[config.mk]
export PLATFORM = sky130hd
export DESIGN_NAME = bus_protocol_arbiter
export DESIGN_NICKNAME = d
export VERILOG_FILES = /design/src/rtl/bus_arb_pkg.sv /design/src/rtl/bus_protocol_arbiter_rr_picker.sv /design/src/rtl/bus_protocol_arbiter.sv
export SDC_FILE = /design/constraint.sdc
export NUM_CORES = 1
export LEC_CHECK = 0
export BUFFER_PORTS_ARGS = -buffer_cell sky130_fd_sc_hd__buf_2
export CORE_AREA = 5 5 119 121
export CTS_CLUSTER_SIZE = 28
export DETAILED_ROUTE_END_ITERATION = 16
export DIE_AREA = 0 0 124 126
export PLACE_DENSITY = 0.55
export SYNTH_ARGS = -nofsm -noshare
export SYNTH_HDL_FRONTEND = slang
export SYNTH_SLANG_ARGS = --single-unit
[constraint.sdc]
create_clock -name HCLK -period 1.3 [get_ports HCLK]
set_input_delay 0.26 -clock HCLK [delete_from_list [all_inputs] [get_ports HCLK]]
set_output_delay 0.26 -clock HCLK [all_outputs]
set_load 0.1 [all_outputs]
[src/rtl/bus_arb_pkg.sv]
// Shared types and the round-robin search used by the bus arbiter and its picker.
package bus_arb_pkg;

  typedef enum logic {IDLE = 1'b0, BUSY = 1'b1} state_t;

  localparam int MAX_REQ = 8;

  // First set bit of pending, scanning last+1, last+2, ... modulo n; -1 when none.
  function automatic int rr_next(input logic [MAX_REQ-1:0] pending, input int last, input int n);
    int idx;
    rr_next = -1;
    for (int k = 1; k <= n; k++) begin
      idx = (last + k) % n;
      if (rr_next < 0 && pending[idx[2:0]]) rr_next = idx;
    end
  endfunction

endpackage

[src/rtl/bus_protocol_arbiter_rr_picker.sv]
// Combinational round-robin priority encoder; the requester after `last` wins first.
module rr_picker
  import bus_arb_pkg::*;
#(
  parameter int NREQ = 2,
  localparam int IW = (NREQ > 1) ? $clog2(NREQ) : 1
) (
  input  logic [NREQ-1:0] pending,
  input  logic [IW-1:0]   last,
  output logic [IW-1:0]   winner,
  output logic            any
);

  logic [MAX_REQ-1:0] pend_ext;
  int                 w;

  always_comb begin
    pend_ext              = '0;
    pend_ext[NREQ-1:0]    = pending;
    w                     = rr_next(pend_ext, int'(last), NREQ);
    any                   = (w >= 0);
    winner                = any ? IW'(w) : '0;
  end

endmodule

[src/rtl/bus_protocol_arbiter.sv]
// Non-preemptive round-robin share of one bus manager port between NREQ requesters;
// one IDLE arbitration cycle precedes every grant.
module bus_protocol_arbiter
  import bus_arb_pkg::*;
#(
  parameter int NREQ = 2,
  parameter int AW   = 32,
  parameter int DW   = 32,
  localparam int SW  = DW / 8,
  localparam int IW  = (NREQ > 1) ? $clog2(NREQ) : 1
) (
  input  logic                 HCLK,
  input  logic                 HRESET,
  input  logic [NREQ-1:0]      req_ren,
  input  logic [NREQ-1:0]      req_wen,
  input  logic [NREQ*AW-1:0]   req_addr,
  input  logic [NREQ*DW-1:0]   req_wdata,
  input  logic [NREQ*SW-1:0]   req_strobe,
  output logic [NREQ*DW-1:0]   req_rdata,
  output logic [NREQ-1:0]      req_error,
  output logic [NREQ-1:0]      req_stall,
  output logic                 mgr_ren,
  output logic                 mgr_wen,
  output logic [AW-1:0]        mgr_addr,
  output logic [DW-1:0]        mgr_wdata,
  output logic [SW-1:0]        mgr_strobe,
  input  logic [DW-1:0]        mgr_rdata,
  input  logic                 mgr_error,
  input  logic                 mgr_request_stall,
  output logic [IW-1:0]        grant_id,
  output logic                 busy
);

  state_t                    state_q, state_d;
  logic [IW-1:0]             owner_q, owner_d;
  logic [IW-1:0]             last_q, last_d;
  logic [IW-1:0]             winner;
  logic                      any_pending;
  logic [NREQ-1:0]           pending;

  logic [NREQ-1:0][AW-1:0]   addr_a;
  logic [NREQ-1:0][DW-1:0]   wdata_a;
  logic [NREQ-1:0][SW-1:0]   strobe_a;
  logic [NREQ-1:0][DW-1:0]   rdata_a;

  assign addr_a    = req_addr;
  assign wdata_a   = req_wdata;
  assign strobe_a  = req_strobe;
  assign req_rdata = rdata_a;
  assign pending   = req_ren | req_wen;
  assign busy      = (state_q == BUSY);
  assign grant_id  = owner_q;

  rr_picker #(.NREQ(NREQ)) u_picker (
    .pending (pending),
    .last    (last_q),
    .winner  (winner),
    .any     (any_pending)
  );

  // Return path: only the owning slice sees the manager's response.
  for (genvar i = 0; i < NREQ; i++) begin : g_ret
    logic sel;
    assign sel        = busy && (owner_q == IW'(i));
    assign req_stall[i] = sel ? mgr_request_stall : 1'b1;
    assign req_error[i] = sel & mgr_error;
    assign rdata_a[i]   = sel ? mgr_rdata : '0;
  end

  always_comb begin
    mgr_ren    = 1'b0;
    mgr_wen    = 1'b0;
    mgr_addr   = '0;
    mgr_wdata  = '0;
    mgr_strobe = '0;
    if (busy) begin
      mgr_ren    = req_ren[owner_q];
      mgr_wen    = req_wen[owner_q];
      mgr_addr   = addr_a[owner_q];
      mgr_wdata  = wdata_a[owner_q];
      mgr_strobe = strobe_a[owner_q];
    end
  end

  always_comb begin
    state_d = state_q;
    owner_d = owner_q;
    last_d  = last_q;
    case (state_q)
      IDLE: if (any_pending) begin
        state_d = BUSY;
        owner_d = winner;
      end
      BUSY: begin
        // Completion or a dropped request both release the grant and rotate priority.
        if (!mgr_request_stall || !pending[owner_q]) begin
          state_d = IDLE;
          last_d  = owner_q;
        end
      end
      default: state_d = IDLE;
    endcase
  end

  always_ff @(posedge HCLK) begin
    if (HRESET) begin
      state_q <= IDLE;
      owner_q <= '0;
      last_q  <= IW'(NREQ - 1);
    end else begin
      state_q <= state_d;
      owner_q <= owner_d;
      last_q  <= last_d;
    end
  end

endmodule
==> results summary <==
The flow ran to the end, but the final reports show violations. The final reports fail on setup timing. The root buffer cell is sky130_fd_sc_hd__clkbuf_16. The number of storage elements in the synthesis netlist came out at 3. The clock passes through at most 2 buffers. The via density per instance came out at 4.29. The layout cell share with drive strength beyond 1 is 0.928. The number of clock sinks came out at 3. The final-stage net count came out at 763. The actual slew at the worst max-slew pin came out at 268 ps. The worst hold path stage count came out at 2. The final setup slack of the worst path is -449 ps. The pin count of the biggest net entering global routing came out at 40. The total number of H-tree levels came out at 1. The average cell area after synthesis came out at 7.52 sq um. The classification of the worst-slack hold path is primary input to register. In the global route stage, overall resource usage came out at 0.148.

0 antenna diodes ended up in the layout. The startpoint type of the worst setup path is a register. The worst setup path is captured at a primary output. The largest family of logic cells by synthesized area is simple AND/OR/NAND/NOR gates.

The initial cell density of the core came out at 0.147. The I/O pin total came out at 316. The total number of vias is 3270.

Of the total synthesized cell area, the portion taken by full adders, half adders and majority gates is 0. The total nets after synthesis came out at 430. The number of antenna violations at the first check in global routing is 0. The basic-gate share of the synthesized area counting and, or, nand and nor cells came out at 0.471. The die outline width is 124 um.

The count of input and output buffers came out at 315. The total power draw came out at 5.87 mW. The data arrival time of the critical path is 1490 ps.

The clock edge transition at the registers on the reported setup and hold paths came out at 30 ps. The instance count of the mapped netlist came out at 254. The routability congestion estimate from global placement is 0.868. The combined area of all synthesized cells is 0.00191 sq mm.

The post-detailed-placement half-perimeter wirelength is 10300 um. TritonCTS built the clock tree. Dividing the detail-routed wire length by the instance count gives 17.7 um. The site row count came out at 42.

The critical path is of the register to primary output type. The headroom to the max-slew limit came out at 0.816. The compound-gate portion of the synthesized area is 0.0354.

The via count of the first global-routing pass is 3423. Setup repair after global routing could not meet its margin everywhere. The aggregate global routing overflow came out at 0. The time the final worst path needs with I/O delays and setup came out at 1750 ps. Yosys printed 0 warnings.

For this design the ratio of total power to cell area is 777 mW/mm^2. In this run the worst path has a maximum fanout of 35. The total count of hold-check failures in the final report came to 0. The detailed-routing iteration count for the pre-antenna-repair pass is 4. The utilization after layout came out at 0.582. Of the synthesized area, sequential elements account for 0.0314. The signed area change from the synthesized netlist to the final layout came out at 295%. In this run the standard cell core region covers 0.0130 sq mm. The xor-xnor portion of the synthesized cell area came out at 0.

The depth of the worst register-to-register path came out at 6. The total wire length came out at 13500 um. The post-route clock skew is 2.53 ps. The number of antenna-violating nets in the routed design is 0. The clock insertion delay at the later pin of the skew report came out at 230 ps. Leaving out fill and tap cells, the most frequent cell in the layout is sky130_fd_sc_hd__buf_2. The post-detailed-route DRC marker count is 0. The die is 126 um tall.

TritonCTS created 3 clock buffers. The data required time of the critical path is 1040 ps. Across the run, the number of max-cap violations was 0. Synthesis instantiated 23 different standard cells from the library. The leakage power summed over all cells is 3.27 nW. The max-slew violation count came to 0. The first-pass GRT wire length came out at 18200 um. After synthesis, the share of cell area in mux cells is 0.367. Timing would allow up to 0.572 GHz. In this run, the number of DRC markers left after iteration 0 of detailed routing was 81.

In the layout the commonest cells are sky130_fd_sc_hd__buf_2 (175), sky130_fd_sc_hd__buf_12 (145), sky130_fd_sc_hd__nor2b_4 (71), sky130_fd_sc_hd__and2_4 (33), sky130_fd_sc_hd__mux2i_4 (32). The fraction of the cycle the final worst path needs came out at 1.35. The die outline area is 0.0156 sq mm. The largest vdd supply drop is 0.453 mV. The total of endpoints with negative setup slack in the final report came out at 141.
==> state kept, by name (all words and copies together), names as in the netlist <==
name      count
busy          1
last_q        1
grant_id      1
==> what timing repair did <==
item / in CTS / in global routing
hold buffers: 0 / 0
pin swaps: 2 / 3
buffers inserted: 11 / 10
resized for setup: 75 / 24
endpoints found under the setup margin: 139 / 141
gates cloned: 1 / 8
==> Yosys cell counts (all sizes together) <==
| library cell | n | area (sq um) |
|---|---|---|
| a211o | 1 | 8.76 |
| a21boi | 1 | 7.51 |
| a21o | 1 | 7.51 |
| a21oi | 1 | 8.76 |
| a31oi | 2 | 12.5 |
| and2 | 33 | 206 |
| and3 | 33 | 206 |
| buf | 18 | 145 |
| clkbuf | 9 | 33.8 |
| dfxtp | 3 | 60.1 |
| inv | 1 | 3.75 |
| mux2i | 70 | 701 |
| nand2b | 1 | 6.26 |
| nand3b | 2 | 15.0 |
| nor2 | 2 | 7.51 |
| nor2b | 71 | 452 |
| o211ai | 1 | 7.51 |
| o21ai | 3 | 15.0 |
| or2 | 1 | 6.26 |
==> report_power, final <==
group | internal, mW | switching (mW)
Combinational | 2.19 | 3.07
Clock | 0.405 | 0.0860
Sequential | 0.101 | 0.0169
Total | 2.69 | 3.17
==> metal layers <==
metal / track usage / share of wire / vias to the layer above
met5: 0 / 0 / -
met4: 0.0284 / 0.015 / 0
met3: 0.0444 / 0.091 / 12
met2: 0.297 / 0.57 / 186
met1: 0.146 / 0.32 / 1544
li1: - / - / 1528
==> kinds of logic after synthesis <==
group           after synthesis
buf+inv                      28
compound gates               10
mux                          70
flops                         3
simple gates                143
==> metrics by stage <==
stage	setup slack, ps	TNS (ps)	hold slack, ps	cell area [sq um]	std cells
2_1_floorplan	-549	-56200	313	2760	254
3_3_place_gp	-214	-15890	447	6540	728
3_5_place_dp	-241	-18930	462	6540	728
4_1_cts	-452	-51660	237	7150	744
5_1_grt	-496	-56300	248	7550	762
6_report	-449	-49740	237	7550	762
==> critical path: stages, from the launching register on <==
cell	delay, ps
sky130_fd_sc_hd__dfxtp_4	400
sky130_fd_sc_hd__buf_16	240
sky130_fd_sc_hd__mux2i_2	330
sky130_fd_sc_hd__nor2b_4	80
sky130_fd_sc_hd__buf_12	170
==> area by class of cell <==
type	count	area [sq um]
multi-input combinational	223	2890
fill	1025	5430
timing repair buffer	355	4290
inverter	1	3.75
clock buffer	4	78.8
sequential	3	67.6
tap	176	220
==> path summary, 6_finish.rpt <==
kind | startpoint | to | slack, ps
worst min register to register | last_q | last_q | 480
worst max register to register | grant_id | last_q | 0
worst max-delay path | grant_id | mgr_addr[29] | -450
worst min-delay path | HRESET | grant_id | 240
Power figures use the tool's default switching activity.
